[src/rtl/and_unit_arbiter_pkg.sv]
// Shared types and helpers for the round-robin AND-unit arbiter.
// The round-robin pick function is written for up to 16 requesters so the
// same code serves the RTL selector and any behavioural model.
package and_unit_arbiter_pkg;

    localparam int NUM_REQ_DEFAULT = 4;
    localparam int DATA_W_DEFAULT  = 8;

    // Widest configuration the pick helper supports.
    localparam int RR_MAX   = 16;
    localparam int RR_IDX_W = 4;

    // IDLE: the result slot is empty. FULL: the slot holds a result.
    typedef enum logic {
        IDLE = 1'b0,
        FULL = 1'b1
    } arb_state_e;

    typedef struct packed {
        logic                found;
        logic [RR_IDX_W-1:0] idx;
    } rr_pick_t;

    // First set bit of valid at or after ptr, wrapping modulo num_req.
    // Offsets are scanned from the far end down, so the nearest hit wins.
    function automatic rr_pick_t rr_pick(
        input logic [RR_MAX-1:0]   valid,
        input logic [RR_IDX_W-1:0] ptr,
        input int                  num_req
    );
        rr_pick_t res;
        int       cand;
        res = '0;
        for (int off = RR_MAX - 1; off >= 0; off--) begin
            if (off < num_req) begin
                cand = int'(ptr) + off;
                if (cand >= num_req) begin
                    cand = cand - num_req;
                end
                if (valid[RR_IDX_W'(cand)]) begin
                    res.found = 1'b1;
                    res.idx   = RR_IDX_W'(cand);
                end
            end
        end
        return res;
    endfunction

endpackage

[src/rtl/and_unit_rr_pick.sv]
// Combinational round-robin selector: given the valid vector and the
// current priority pointer, returns a one-hot grant and its index.
module and_unit_rr_pick
    import and_unit_arbiter_pkg::*;
#(
    parameter int NUM_REQ = NUM_REQ_DEFAULT,
    parameter int ID_W    = $clog2(NUM_REQ)
) (
    input  logic [NUM_REQ-1:0] i_valid,
    input  logic [ID_W-1:0]    i_ptr,
    output logic               o_found,
    output logic [NUM_REQ-1:0] o_grant,
    output logic [ID_W-1:0]    o_idx
);

    logic [RR_MAX-1:0]   w_valid_pad;
    logic [RR_IDX_W-1:0] w_ptr_pad;
    rr_pick_t            w_pick;

    assign w_valid_pad = RR_MAX'(i_valid);
    assign w_ptr_pad   = RR_IDX_W'(i_ptr);
    assign w_pick      = rr_pick(w_valid_pad, w_ptr_pad, NUM_REQ);

    assign o_found = w_pick.found;
    assign o_idx   = ID_W'(w_pick.idx);

    // One-hot decode of the chosen index; all zero when nothing is valid.
    genvar gi;
    generate
        for (gi = 0; gi < NUM_REQ; gi++) begin : gen_grant
            assign o_grant[gi] = w_pick.found && (w_pick.idx == RR_IDX_W'(gi));
        end
    endgenerate

endmodule

[src/rtl/and_unit_arbiter.sv]
// Round-robin arbiter sharing one registered bitwise-AND unit among
// NUM_REQ requesters, with a single result slot on the response side.
// Optional per-requester grant counters are enabled by defining
// AND_UNIT_ARBITER_STATS_EN.
module and_unit_arbiter
    import and_unit_arbiter_pkg::*;
#(
    parameter  int NUM_REQ = NUM_REQ_DEFAULT,
    parameter  int DATA_W  = DATA_W_DEFAULT,
    localparam int ID_W    = $clog2(NUM_REQ)
) (
    input  logic                      clk,
    input  logic                      rst_n,
    input  logic [NUM_REQ-1:0]        req_valid,
    output logic [NUM_REQ-1:0]        req_ready,
    input  logic [NUM_REQ*DATA_W-1:0] req_a,
    input  logic [NUM_REQ*DATA_W-1:0] req_b,
    output logic                      rsp_valid,
    input  logic                      rsp_ready,
    output logic [DATA_W-1:0]         rsp_data,
    output logic [ID_W-1:0]           rsp_id
`ifdef AND_UNIT_ARBITER_STATS_EN
    ,
    input  logic                      stats_clr,
    output logic [NUM_REQ*16-1:0]     grant_cnt
`endif
);

    arb_state_e          r_state;
    logic                r_rsp_valid;
    logic [DATA_W-1:0]   r_rsp_data;
    logic [ID_W-1:0]     r_rsp_id;
    logic [ID_W-1:0]     r_rr_ptr;

    logic                w_found;
    logic [NUM_REQ-1:0]  w_grant;
    logic [ID_W-1:0]     w_idx;
    logic                w_can_issue;
    logic                w_issue_en;
    logic                w_xfer;
    logic                w_drain;
    logic [DATA_W-1:0]   w_and;
    logic [ID_W-1:0]     w_ptr_next;

    and_unit_rr_pick #(
        .NUM_REQ (NUM_REQ),
        .ID_W    (ID_W)
    ) u_pick (
        .i_valid (req_valid),
        .i_ptr   (r_rr_ptr),
        .o_found (w_found),
        .o_grant (w_grant),
        .o_idx   (w_idx)
    );

    // The slot can take a new result when empty or draining this cycle.
    // Grants are masked while reset is asserted so nothing is accepted then.
    assign w_can_issue = !r_rsp_valid || rsp_ready;
    assign w_issue_en  = rst_n && w_can_issue;
    assign req_ready   = w_issue_en ? w_grant : '0;
    assign w_xfer      = w_issue_en && w_found;
    assign w_drain     = r_rsp_valid && rsp_ready;

    // Operand mux for the winner; operands are used directly, not latched.
    assign w_and = req_a[w_idx*DATA_W +: DATA_W] & req_b[w_idx*DATA_W +: DATA_W];

    // Pointer moves just past the winner; explicit wrap so any NUM_REQ works.
    assign w_ptr_next = (w_idx == ID_W'(NUM_REQ - 1)) ? '0 : w_idx + 1'b1;

    // Slot state machine; rsp_valid is a registered copy of "slot full".
    always_ff @(posedge clk or negedge rst_n) begin
        if (!rst_n) begin
            r_state     <= IDLE;
            r_rsp_valid <= 1'b0;
        end else begin
            case (r_state)
                IDLE: begin
                    if (w_xfer) begin
                        r_state     <= FULL;
                        r_rsp_valid <= 1'b1;
                    end
                end
                FULL: begin
                    if (w_xfer) begin
                        r_state     <= FULL;
                        r_rsp_valid <= 1'b1;
                    end else if (w_drain) begin
                        r_state     <= IDLE;
                        r_rsp_valid <= 1'b0;
                    end
                end
                default: begin
                    r_state     <= IDLE;
                    r_rsp_valid <= 1'b0;
                end
            endcase
        end
    end

    // Result payload and round-robin pointer update only on a transfer,
    // so data/id hold through stalls and after a drain.
    always_ff @(posedge clk or negedge rst_n) begin
        if (!rst_n) begin
            r_rsp_data <= '0;
            r_rsp_id   <= '0;
            r_rr_ptr   <= '0;
        end else if (w_xfer) begin
            r_rsp_data <= w_and;
            r_rsp_id   <= w_idx;
            r_rr_ptr   <= w_ptr_next;
        end
    end

    assign rsp_valid = r_rsp_valid;
    assign rsp_data  = r_rsp_data;
    assign rsp_id    = r_rsp_id;

`ifdef AND_UNIT_ARBITER_STATS_EN
    // Per-requester saturating transfer counters; clear beats increment.
    genvar gi;
    generate
        for (gi = 0; gi < NUM_REQ; gi++) begin : gen_cnt
            logic [15:0] r_cnt;

            // Count transfers won by requester gi.
            always_ff @(posedge clk or negedge rst_n) begin
                if (!rst_n) begin
                    r_cnt <= '0;
                end else if (stats_clr) begin
                    r_cnt <= '0;
                end else if (w_xfer && (w_idx == ID_W'(gi)) && (r_cnt != 16'hFFFF)) begin
                    r_cnt <= r_cnt + 16'd1;
                end
            end

            assign grant_cnt[gi*16 +: 16] = r_cnt;
        end
    endgenerate
`endif

endmodule

[config.mk]
export PLATFORM = sky130hd
export DESIGN_NAME = and_unit_arbiter
export DESIGN_NICKNAME = d
export VERILOG_FILES = /design/src/rtl/and_unit_arbiter_pkg.sv /design/src/rtl/and_unit_rr_pick.sv /design/src/rtl/and_unit_arbiter.sv
export SDC_FILE = /design/constraint.sdc
export NUM_CORES = 1
export LEC_CHECK = 0
export BUFFER_PORTS_ARGS = -buffer_cell sky130_fd_sc_hd__buf_2
export CAP_MARGIN = 20
export CORE_MARGIN = 4
export CORE_UTILIZATION = 41
export CTS_CLUSTER_DIAMETER = 150
export DETAILED_ROUTE_END_ITERATION = 8
export PLACE_DENSITY_LB_ADDON = 0.1
export SLEW_MARGIN = 20
export SYNTH_ARGS = -nofsm -noshare
export SYNTH_HDL_FRONTEND = slang
export SYNTH_SLANG_ARGS = --single-unit
[constraint.sdc]
create_clock -name clk -period 2.95 [get_ports clk]
set_input_delay 0.295 -clock clk [delete_from_list [all_inputs] [get_ports clk]]
set_output_delay 0.295 -clock clk [all_outputs]
set_load 0.03 [all_outputs]
==> results.py <==
metrics = {
    "clocking": {
        "clock_path_buffers": 2,
        "cts_buffers": 3,
        "cts.sinks": 14,
        "cts_tree": "built",
        "cts-root-buf": "clkbuf_4",
        "cts_max_level": 1,
        "clkSlewWorstSetupHoldPaths_ps": 80,
        "clk-insertion-delay-late_ps": 270,
    },
    "logic_synthesis": {
        "syn_area_per_cell_sq_um": 8.911,
        "syn_inst": 139,
        "ys_top_cells_by_count": "nand3_1, a311oi_1, dfrtp_1, a21boi_0, a22oi_1",
        "synth_most_common_cell": "nand3_1",
        "synth_top_area_share": 0.2828,
        "async_flop_share": 1.000,
        "syn_nets": 216,
        "yosysSeqAreaShare": 0.2828,
        "syn-cell-area_sq_mm": 0.001239,
        "ys.flop_type": "dfrtp_1",
        "yosysWarnings": 0,
        "synth_top_area_cell": "dfrtp_1",
        "synth_enable_flop_cells": 0,
        "synth_cell_types": 40,
        "synth-seq-cells": 14,
        "synth.area.top_cells": "dfrtp_1, a311oi_1, nand3_1",
    },
    "cells_and_area": {
        "syn_to_final_growth_pct": 42.93,
        "finalNonFillerCells": 258,
        "antennaDiodeCount": 0,
        "nets": 306,
        "final_area_sq_mm": 0.001770,
        "layout-drive-gt1-share": 0.4802,
    },
    "placed_design": {
        "gp_congestion": 0.9245,
        "io_buffers": 85,
        "placed_cell_area_sq_mm": 0.001710,
        "hpwlAfterDp_microns": 3357,
        "place_inst": 254,
    },
    "pwr": {
        "powerDensity_mw_per_mm2": 1175,
        "vdd_drop_max_v": 0.0006409,
        "p_leak_nw": 0.8638,
    },
    "drt": {
        "ant_nets": 0,
        "route.detailed.drc": 0,
        "dr.pass1.iters": 5,
        "first_iter_violations": 62,
        "vias": 1517,
        "via_per_inst": 5.880,
        "drt-total-wl_microns": 4260,
        "post_drt_wl_per_cell_microns": 16.51,
    },
    "worst_setup_path": {
        "worstPathArrival_ps": 2520,
        "cp_slowest_stage_delay_ps": 390,
        "worstSetupPathType": "register to output pin",
        "endpoint_kind": "output pin",
        "critPathTopFamily": "compound AO/OA/AOI/OAI gates",
        "required_ps": 2650,
        "start_kind": "register",
        "crit_slowest_cell": "a221o_2",
        "r2r_slack_ps": 220,
        "worstPathCellList": "buf_4 > ha_1 > nand2b_1 > a32o_1 > a221o_2 > and2_1 > nand2_2 > nor3_2 > buf_2",
        "critical_path_buf_inv_count": 2,
        "crit_fanout": 11,
    },
    "die": {
        "rows": 19,
        "die_height_microns": 62.97,
        "die_w_microns": 62.97,
        "fp.coreArea_sq_mm": 0.002829,
        "initial_utilization": 0.4379,
        "die_area_sq_mm": 0.003965,
        "ioPinCount": 86,
    },
    "grt": {
        "first_global_vias": 1477,
        "grt_max_degree": 18,
        "grt_overflow_total": 0,
        "grt_pass1_wl_microns": 6748,
        "grt_util_all_layers": 0.2088,
        "antenna_found_initial": 0,
    },
    "sta": {
        "holdWs_ps": 263.0,
        "setup_tns_ps": 0,
        "rsz0062_at_grt": "true",
        "maxSlewHeadroom": 0.5894,
        "fmax_mhz": 355.6,
        "finClkSkew_ps": 0.5554,
        "worst_pin_slew_ps": 615.9,
        "report.final.slew_viol_count": 0,
        "period_share": 0.9533,
        "hold_viol_final": 0,
        "fin_crit_ps": 2812,
        "setup_violations": 0,
    },
    "flow_run": {
        "drv_cap": 0,
    },
    "status": {
        "status": "completed",
    },
    "min_path": {
        "min_path_type": "primary input to register",
    },
}
## layout by cell type, fill, tap and decap left out, types with 2 or more instances in the layout
| master | n |
|---|---|
| a21boi_0 | 9 |
| a21o_1 | 2 |
| a21oi_1 | 3 |
| a22oi_1 | 8 |
| a311oi_1 | 16 |
| and2_1 | 2 |
| buf_2 | 85 |
| buf_4 | 7 |
| clkbuf_4 | 3 |
| dfrtp_1 | 14 |
| ha_1 | 5 |
| inv_1 | 4 |
| mux2i_1 | 5 |
| nand2_1 | 4 |
| nand2b_1 | 2 |
| nand3_1 | 17 |
| nor2_1 | 5 |
| nor2_2 | 2 |
| nor2b_1 | 3 |
| nor3_2 | 2 |
| o21ai_0 | 5 |
## sequential cells by signal, summed over array words and instances, names as in the netlist
signal,cells
rsp_data,8
r_rr_ptr,2
rsp_id,2
r_state,1
rsp_valid,1
## area by class of cell
type | instances | area, sq um
flip-flops and latches | 14 | 350.3
multi-input cells | 112 | 852.1
clock buffers | 3 | 22.52
fillers | 256 | 1059
repair buffers | 93 | 488.0
inverters | 5 | 18.77
well taps | 31 | 38.79
## worst reg2reg max path: stages, from the launching register on
cell and delay, ps:
dfrtp_1 380, buf_4 190, ha_1 230, nand2b_1 180, a32o_1 290, a221o_2 390, and4bb_1 430, a311oi_1 380
a22oi_1 130
## cell families after synthesis
family / count (synthesis) / share of synthesized area
AO/OA/AOI/OAI: 57 / 0.3596
AND/OR/NAND/NOR: 42 / 0.1737
flip-flops: 14 / 0.2828
buffers and inverters: 13 / 0.06160
multiplexers: 7 / 0.06161
adder cells (fa/ha/maj): 6 / 0.06060
## power breakdown
group / internal (mW) / switching [mW]
Clock: 0.0473 / 0.0596
Sequential: 0.298 / 0.0520
Combinational: 0.655 / 0.969
## routing by layer
metal | track usage | vias up | share of wire
met4 | 0.02479 | 0 | 0.0031
met5 | 0 | - | 0
li1 | - | 730 | -
met1 | 0.2753 | 697 | 0.41
met3 | 0.05935 | 2 | 0.088
met2 | 0.3465 | 88 | 0.50
## per-stage QoR
step / worst slack (ps) / util / power [mW]
final: 137.8 / 0.6258 / 2.081
after global routing: -7.155 / 0.6258 / 2.265
after CTS: 27.08 / 0.6161 / 2.012
after detailed placement: 173.9 / 0.6046 / 1.899
after global placement: 253.4 / 0.6046 / 1.871
after floorplan: -14.68 / - / 1.479
## worst paths after layout
check                                to  cells past startpoint        start
max                        req_ready[2]                      9  r_rr_ptr[0]
min                         rsp_data[1]                      3     req_a[1]
max reg2reg                 rsp_data[4]                      8  r_rr_ptr[0]
min reg2reg                   rsp_id[1]                      1    rsp_id[1]
max in group asynchronous   rsp_data[0]                      2        rst_n
min in group asynchronous     rsp_valid                      2        rst_n
## timing repair
item	in CTS	in global routing
setup endpoints to repair	0	10
hold buffers	1	0
gates resized for setup	0	7
endpoints found under the hold margin	14	0
buffers inserted	0	0
(Power assumes the default switching activity.)
